[src/rtl/uart_pkg.sv]
// rtl/uart_pkg.sv - shared types and sizes for the UART word receiver
package uart_pkg;

    typedef enum logic [1:0] {
        IDLE  = 2'd0,
        START = 2'd1,
        DATA  = 2'd2,
        STOP  = 2'd3
    } uart_rx_state_t;

    localparam int DATA_BITS      = 8;
    localparam int BYTES_PER_WORD = 4;

endpackage

[src/rtl/uart_word_rx_if.sv]
// rtl/uart_word_rx_if.sv - word stream handshake between receiver and consumer
interface uart_word_rx_if;
    import uart_pkg::*;

    logic [DATA_BITS*BYTES_PER_WORD-1:0] tdata;
    logic                                tvalid;
    logic                                tready;

    modport master (
        output tdata,
        output tvalid,
        input  tready
    );

    modport slave (
        input  tdata,
        input  tvalid,
        output tready
    );

endinterface

[src/rtl/uart_rx_byte.sv]
// rtl/uart_rx_byte.sv - 8N1 byte receiver: rx synchroniser, bit FSM and baud counter
module uart_rx_byte
    import uart_pkg::*;
#(
    parameter int CLKS_PER_BIT = 5208
) (
    input  logic                 clk,
    input  logic                 rst_n,
    input  logic                 i_rx,
    input  logic                 i_flush,
    output logic [DATA_BITS-1:0] o_byte,
    output logic                 o_byte_done,
    output logic                 o_frame_err,
    output logic                 o_idle
);

    localparam int CW = $clog2(CLKS_PER_BIT);
    localparam int BW = $clog2(DATA_BITS);
    localparam logic [CW-1:0] BIT_LAST  = CW'(CLKS_PER_BIT - 1);
    localparam logic [CW-1:0] HALF_LAST = CW'(CLKS_PER_BIT / 2 - 1);
    localparam logic [BW-1:0] IDX_LAST  = BW'(DATA_BITS - 1);

    uart_rx_state_t       r_state;
    logic                 r_rx_meta;
    logic                 r_rxs;
    logic [CW-1:0]        r_cnt;
    logic [BW-1:0]        r_bit_idx;
    logic [DATA_BITS-1:0] r_shift;

    logic w_bit_end;
    logic w_stop_sample;

    assign w_bit_end     = (r_cnt == BIT_LAST);
    assign w_stop_sample = (r_state == STOP) && w_bit_end;

    // Done/error are decoded straight from the stop sample so the word
    // register in the top can capture on that same edge.
    assign o_byte      = r_shift;
    assign o_byte_done = w_stop_sample && r_rxs;
    assign o_frame_err = w_stop_sample && !r_rxs;
    assign o_idle      = (r_state == IDLE);

    always_ff @(posedge clk or negedge rst_n) begin
        if (!rst_n) begin
            r_rx_meta <= 1'b1;
            r_rxs     <= 1'b1;
            r_state   <= IDLE;
            r_cnt     <= '0;
            r_bit_idx <= '0;
            r_shift   <= '0;
        end else begin
            r_rx_meta <= i_rx;
            r_rxs     <= r_rx_meta;
            if (i_flush) begin
                r_state   <= IDLE;
                r_cnt     <= '0;
                r_bit_idx <= '0;
            end else begin
                case (r_state)
                    IDLE: begin
                        r_cnt     <= '0;
                        r_bit_idx <= '0;
                        if (!r_rxs) r_state <= START;
                    end
                    START: begin
                        if (r_cnt == HALF_LAST) begin
                            r_cnt   <= '0;
                            r_state <= r_rxs ? IDLE : DATA;
                        end else begin
                            r_cnt <= r_cnt + 1'b1;
                        end
                    end
                    DATA: begin
                        if (w_bit_end) begin
                            r_cnt     <= '0;
                            r_shift   <= {r_rxs, r_shift[DATA_BITS-1:1]};
                            r_bit_idx <= r_bit_idx + 1'b1;
                            if (r_bit_idx == IDX_LAST) r_state <= STOP;
                        end else begin
                            r_cnt <= r_cnt + 1'b1;
                        end
                    end
                    STOP: begin
                        if (w_bit_end) begin
                            r_cnt   <= '0;
                            r_state <= IDLE;
                        end else begin
                            r_cnt <= r_cnt + 1'b1;
                        end
                    end
                    default: r_state <= IDLE;
                endcase
            end
        end
    end

endmodule

[src/rtl/uart_word_rx.sv]
// rtl/uart_word_rx.sv - packs four received bytes into a 32-bit word with timeout and overrun flags
module uart_word_rx
    import uart_pkg::*;
#(
    parameter int CLKS_PER_BIT = 5208,
    parameter int TIMEOUT_CLKS = CLKS_PER_BIT * 40
) (
    input  logic           clk,
    input  logic           rst_n,
    input  logic           i_rx,
    input  logic           i_flush,
    uart_word_rx_if.master m_word,
    output logic           o_busy,
    output logic           o_frame_err,
    output logic           o_timeout_err,
    output logic           o_overrun_err
);

    localparam int WW   = DATA_BITS * BYTES_PER_WORD;
    localparam int SW   = DATA_BITS * (BYTES_PER_WORD - 1);
    localparam int NW   = $clog2(BYTES_PER_WORD);
    localparam int TW   = $clog2(TIMEOUT_CLKS);
    localparam logic [NW-1:0] CNT_LAST = NW'(BYTES_PER_WORD - 1);
    localparam logic [TW-1:0] TO_LAST  = TW'(TIMEOUT_CLKS - 1);

    logic [DATA_BITS-1:0] w_byte;
    logic                 w_sub_done;
    logic                 w_sub_frame;
    logic                 w_sub_idle;
    logic                 w_byte_done;
    logic                 w_frame;
    logic                 w_last;
    logic                 w_take;
    logic                 w_to_run;

    logic [SW-1:0] r_shift;
    logic [NW-1:0] r_byte_cnt;
    logic [TW-1:0] r_to_cnt;
    logic [WW-1:0] r_word;
    logic          r_valid;
    logic          r_frame_err;
    logic          r_timeout_err;
    logic          r_overrun_err;

    uart_rx_byte #(
        .CLKS_PER_BIT(CLKS_PER_BIT)
    ) u_rx_byte (
        .clk        (clk),
        .rst_n      (rst_n),
        .i_rx       (i_rx),
        .i_flush    (i_flush),
        .o_byte     (w_byte),
        .o_byte_done(w_sub_done),
        .o_frame_err(w_sub_frame),
        .o_idle     (w_sub_idle)
    );

    // flush overrides anything the byte receiver reports in the same cycle
    assign w_byte_done = w_sub_done && !i_flush;
    assign w_frame     = w_sub_frame && !i_flush;
    assign w_last      = w_byte_done && (r_byte_cnt == CNT_LAST);
    assign w_take      = r_valid && m_word.tready;
    assign w_to_run    = (r_byte_cnt != '0) && w_sub_idle;

    assign m_word.tdata  = r_word;
    assign m_word.tvalid = r_valid;
    assign o_busy        = !w_sub_idle || (r_byte_cnt != '0);
    assign o_frame_err   = r_frame_err;
    assign o_timeout_err = r_timeout_err;
    assign o_overrun_err = r_overrun_err;

    always_ff @(posedge clk or negedge rst_n) begin
        if (!rst_n) begin
            r_shift       <= '0;
            r_byte_cnt    <= '0;
            r_to_cnt      <= '0;
            r_word        <= '0;
            r_valid       <= 1'b0;
            r_frame_err   <= 1'b0;
            r_timeout_err <= 1'b0;
            r_overrun_err <= 1'b0;
        end else begin
            r_frame_err   <= w_frame;
            r_timeout_err <= 1'b0;
            r_overrun_err <= 1'b0;

            // Earlier bytes shift down so byte0 ends up in the low lane.
            if (i_flush || w_frame) begin
                r_byte_cnt <= '0;
                r_to_cnt   <= '0;
            end else if (w_byte_done) begin
                r_shift    <= {w_byte, r_shift[SW-1:DATA_BITS]};
                r_byte_cnt <= r_byte_cnt + 1'b1;
                r_to_cnt   <= '0;
            end else if (w_to_run) begin
                if (r_to_cnt == TO_LAST) begin
                    r_byte_cnt    <= '0;
                    r_to_cnt      <= '0;
                    r_timeout_err <= 1'b1;
                end else begin
                    r_to_cnt <= r_to_cnt + 1'b1;
                end
            end

            if (w_last) begin
                r_word  <= {w_byte, r_shift};
                r_valid <= 1'b1;
                if (r_valid && !m_word.tready) r_overrun_err <= 1'b1;
            end else if (w_take) begin
                r_valid <= 1'b0;
            end
        end
    end

endmodule
[src/flat_wrapper.sv]
// flat-port wrapper written by rule: the top's interface ports become plain ports
module uart_word_rx_flat import uart_pkg::*;
#(
    parameter int CLKS_PER_BIT = 5208,
    parameter int TIMEOUT_CLKS = CLKS_PER_BIT * 40
)
  (clk, rst_n, i_rx, i_flush, o_busy, o_frame_err, o_timeout_err, o_overrun_err, m_word_tdata, m_word_tvalid, m_word_tready);
  uart_word_rx_if m_word_i ();
  input  logic clk;
  input  logic rst_n;
  input  logic i_rx;
  input  logic i_flush;
  output logic o_busy;
  output logic o_frame_err;
  output logic o_timeout_err;
  output logic o_overrun_err;
  output wire logic [$bits(m_word_i.tdata)-1:0] m_word_tdata;
  output wire logic [$bits(m_word_i.tvalid)-1:0] m_word_tvalid;
  input wire logic [$bits(m_word_i.tready)-1:0] m_word_tready;
  assign m_word_tdata = m_word_i.tdata;
  assign m_word_tvalid = m_word_i.tvalid;
  assign m_word_i.tready = m_word_tready;
  uart_word_rx #(.CLKS_PER_BIT(CLKS_PER_BIT), .TIMEOUT_CLKS(TIMEOUT_CLKS)) u_core (.clk(clk), .rst_n(rst_n), .i_rx(i_rx), .i_flush(i_flush), .m_word(m_word_i), .o_busy(o_busy), .o_frame_err(o_frame_err), .o_timeout_err(o_timeout_err), .o_overrun_err(o_overrun_err));
endmodule
[config.mk]
export PLATFORM = sky130hd
export DESIGN_NAME = uart_word_rx_flat
export DESIGN_NICKNAME = d
export VERILOG_FILES = /design/src/rtl/uart_pkg.sv /design/src/rtl/uart_word_rx_if.sv /design/src/rtl/uart_rx_byte.sv /design/src/rtl/uart_word_rx.sv /design/src/flat_wrapper.sv
export SDC_FILE = /design/constraint.sdc
export NUM_CORES = 1
export LEC_CHECK = 0
export BUFFER_PORTS_ARGS = -buffer_cell sky130_fd_sc_hd__buf_2
export CAP_MARGIN = 25
export CELL_PAD_IN_SITES_DETAIL_PLACEMENT = 0
export CELL_PAD_IN_SITES_GLOBAL_PLACEMENT = 1
export CORE_MARGIN = 2
export CORE_UTILIZATION = 44
export CTS_CLUSTER_DIAMETER = 150
export DETAILED_ROUTE_END_ITERATION = 12
export PLACE_DENSITY = 0.86
export REMOVE_ABC_BUFFERS = 1
export SLEW_MARGIN = 20
export SYNTH_ARGS = -nofsm -noshare
export SYNTH_HDL_FRONTEND = slang
export SYNTH_HIERARCHICAL = 1
export SYNTH_SLANG_ARGS = --single-unit
[constraint.sdc]
create_clock -name clk -period 2.8 [get_ports clk]
set_clock_uncertainty 0.2 [all_clocks]
set_input_delay 0.28 -clock clk [delete_from_list [all_inputs] [get_ports clk]]
set_output_delay 0.28 -clock clk [all_outputs]
set_load 0.02 [all_outputs]
==> results.md <==
- Sequential fraction of the synthesis area: 56.1%
- Die height: about 110 um
- Portion of the clock cycle consumed by the worst path in the final layout: 95.0%
- Biggest fanout along the worst timing path: 11
- TritonCTS clock tree: done
- Run status: complete, no violations
- Max Root-Sink Buffers: 2
- Io pins: 42
- Die area: between 10,000 and 15,000 um^2
- Total design power: around 2.7 mW
- Required time at the worst-slack endpoint: roughly 2.9 ns
- Number of placement rows: 38
- Total congestion overflow: 0
- Dominant synthesized flop cell: sky130_fd_sc_hd__dfrtp_1
- Top cell type by total area after synthesis: sky130_fd_sc_hd__dfrtp_1
- Area share of the largest cell type after synthesis: a little under three fifths
- Flop and latch count out of synthesis: around 110
- Number of warnings printed during yosys synthesis: 6
- DRC Markers: 0
- Total number of vias: ~3,100
- Clock Tree Root: sky130_fd_sc_hd__clkbuf_8
- Post-DP Area: approximately 5300 um^2
- Category of the worst setup path capture point: register
- Floorplan Core Area: 10,700 um^2
- Detailed Route Iter0 Violations: between 100 and 150
- Critical Path Start Type: register
- Area Overhead vs Synth: 15.7%
- TritonRoute pass-1 iters: 4
- Highest-count cells in the layout ignoring fill and taps: sky130_fd_sc_hd__dfrtp_1 (106), sky130_fd_sc_hd__mux2_2 (56), sky130_fd_sc_hd__buf_2 (40)
- Post-DRT Antenna Nets: 0
- GRT Resource Usage Total: between 15 and 20%
- Die width: between 100 and 150 um
- Gate count after technology mapping: roughly 380
- Per-cell via count in the routed design: 5.26
- WS Path Type: register to register
- Wire per inst: 14.6 um
- Initial standard-cell utilization of the core: around 45%
- Power per unit of standard cell area: just under 500 nW/um^2
- Post-route cell area: around 5600 um^2
- Max_cap viols: 0
- Largest net degree at the start of global routing: 59
- Final Setup Violations: 0
- Total count of hold-check failures in the final report: 0
- Antenna violations before repair: 0
- Arrival time at the worst endpoint: about 2.8 ns
- Port bufs: approximately 40
- Post-detail-place hpwl: slightly below 6 mm
- Final WL: about 8.6 mm
- Insertion delay to the later sink of the worst-skew pair: roughly 0.37 ns
- Worst Hold Class: input pin to register
- Top cells by area, synth: sky130_fd_sc_hd__dfrtp_1 (55%), sky130_fd_sc_hd__mux2_2 (13%), sky130_fd_sc_hd__mux2_4 (2.5%)
- Shortest period the worst path allows: 2.66 ns
- Number of global-route vias before repair: approximately 3,100
- Final max-slew violation count: 0
- Net count reported at finish: 455
- Leakage: ~2.7 nW
- Distinct cells, synth: 54
- Clock net sink count: 108
- Number of flops mapped to enable cells by yosys: 0
- Headroom to the max-slew limit: 49.3%
- Most frequent standard cell in the layout excluding fill and tap cells: sky130_fd_sc_hd__dfrtp_1
- Filler cell count in the final layout: 951
- Worst voltage drop across the vdd grid: 0.000247 V
- H-tree levels: 3
- Share of synthesized registers carrying an async set or reset: 100%
- Clock-pin slew on the worst setup and hold paths: ~0.10 ns
- Number of buffers created by CTS: 9
- Share of cells above drive strength 1: about two fifths
- Total inserted antenna cells: 0
- Post-Synthesis Cell Area: 4820 um^2
- Slew at the pin closest to its max-slew limit: 0.761 ns
- Global placer's final weighted congestion: between 0.8 and 0.9
- First-pass GRT wire length: between 10 and 15 mm
- Post-synthesis area per instance: 12.6 um^2
- Fmax: approximately 0.38 GHz
- Worst Hold Margin: between 0.04 and 0.05 ns
[flip-flops by register name, indices dropped and copies added, names as in the netlist, 2 cells and up]
name / count
u_core/m_word.tdata: 32
u_core/r_to_cnt: 18
u_core/u_rx_byte/r_state: 2
u_core/u_rx_byte/r_bit_idx: 3
u_core/u_rx_byte/o_byte: 8
u_core/r_shift: 24
u_core/u_rx_byte/r_cnt: 13
u_core/r_byte_cnt: 2
[final cells by class]
type / count / area [um^2] / area share, %
sequential: 108 / 2710 / 48.5
multi-input combinational: 249 / 2000 / 35.8
timing repair buffer: 68 / 430 / 7.71
tap: 140 / 175 / 3.14
clock buffer: 11 / 131 / 2.35
clock inverter: 5 / 108 / 1.93
inverter: 8 / 30.0 / 0.538
[synthesized netlist by cell type (6+ instances only)]
cell type / instances
sky130_fd_sc_hd__dfrtp_1: 106
sky130_fd_sc_hd__mux2_2: 56
sky130_fd_sc_hd__nor2_1: 30
sky130_fd_sc_hd__nand2_1: 19
sky130_fd_sc_hd__nand3_1: 14
sky130_fd_sc_hd__o21ai_0: 12
sky130_fd_sc_hd__a21oi_1: 11
sky130_fd_sc_hd__xor2_1: 10
sky130_fd_sc_hd__nand4_1: 9
sky130_fd_sc_hd__xnor2_1: 9
sky130_fd_sc_hd__inv_1: 8
sky130_fd_sc_hd__mux2_4: 8
sky130_fd_sc_hd__buf_2: 7
sky130_fd_sc_hd__ha_1: 6
[worst paths after layout]
| check | startpoint | endpoint | slack, ns | cells past startpoint |
|---|---|---|---|---|
| max in group asynchronous | rst_n | u_core/r_shift[15] | 1.28 | 3 |
| worst max-delay path | u_core/u_rx_byte/r_cnt[1] | u_core/r_to_cnt[15] | 0.14 | 10 |
| worst max register to register | u_core/u_rx_byte/r_cnt[1] | u_core/r_to_cnt[15] | 0.14 | 10 |
| min in group asynchronous | rst_n | u_core/m_word.tdata[1] | 0.31 | 2 |
| worst min-delay path | i_flush | u_core/u_rx_byte/r_state[1] | 0.04 | 2 |
| worst min register to register | u_core/u_rx_byte/r_rx_meta | u_core/u_rx_byte/r_rxs | 0.16 | 0 |
[through the flow]
step	utilization, %	setup slack, ns	std cells	setup TNS, ns
2_1_floorplan	-	-0.392	365	-17.41
3_3_place_gp	48.9	0.145	566	0
3_5_place_dp	48.9	0.0748	566	0
4_1_cts	51.4	0.0521	585	0
5_1_grt	51.9	-0.00868	589	-0.00868
6_report	51.9	0.140	589	0
[worst max-delay path, cell delays in order (launching register included)]
cell and delay, ns:
sky130_fd_sc_hd__dfrtp_1 0.38, sky130_fd_sc_hd__ha_1 0.16, sky130_fd_sc_hd__and4bb_1 0.22, sky130_fd_sc_hd__and4_4 0.26, sky130_fd_sc_hd__nand3_2 0.10, sky130_fd_sc_hd__nor2_2 0.14
sky130_fd_sc_hd__or3_2 0.14, sky130_fd_sc_hd__o2111ai_2 0.13, sky130_fd_sc_hd__buf_4 0.19, sky130_fd_sc_hd__or4_1 0.52, sky130_fd_sc_hd__a21oi_2 0.15
[where the power goes]
part	switching [mW]	internal (mW)	total, mW
Clock	0.504	0.601	1.11
Sequential	0.00546	1.56	1.57
Combinational	0.0546	0.0192	0.0739
Total	0.564	2.18	2.75
[what timing repair did]
| action | in CTS | in global routing |
|---|---|---|
| setup endpoints to repair | 0 | 14 |
| gates resized for setup | 0 | 6 |
| buffers inserted | 0 | 4 |
| hold buffers | 3 | 0 |
| endpoints found under the hold margin | 56 | 0 |
[routing by layer]
layer	up-vias	routed length, um	global-route usage (%)
met2	53	4110	26.6
met4	0	131	5.22
met5	-	0	0
li1	1496	-	-
met1	1540	4050	21.3
met3	7	307	3.59
[logic make-up (layout without fill, tap and decap cells)]
logic type / count (synthesis) / count (layout) / synth area share, %
buffers and inverters: 26 / 92 / 2.98
AO/OA/AOI/OAI: 43 / 43 / 6.18
XOR/XNOR: 19 / 19 / 3.45
adder cells (fa/ha/maj): 6 / 6 / 1.56
multiplexers: 64 / 64 / 15.6
AND/OR/NAND/NOR: 117 / 117 / 14.1
flip-flops: 108 / 108 / 56.1
Power figures use the tool's default switching activity.
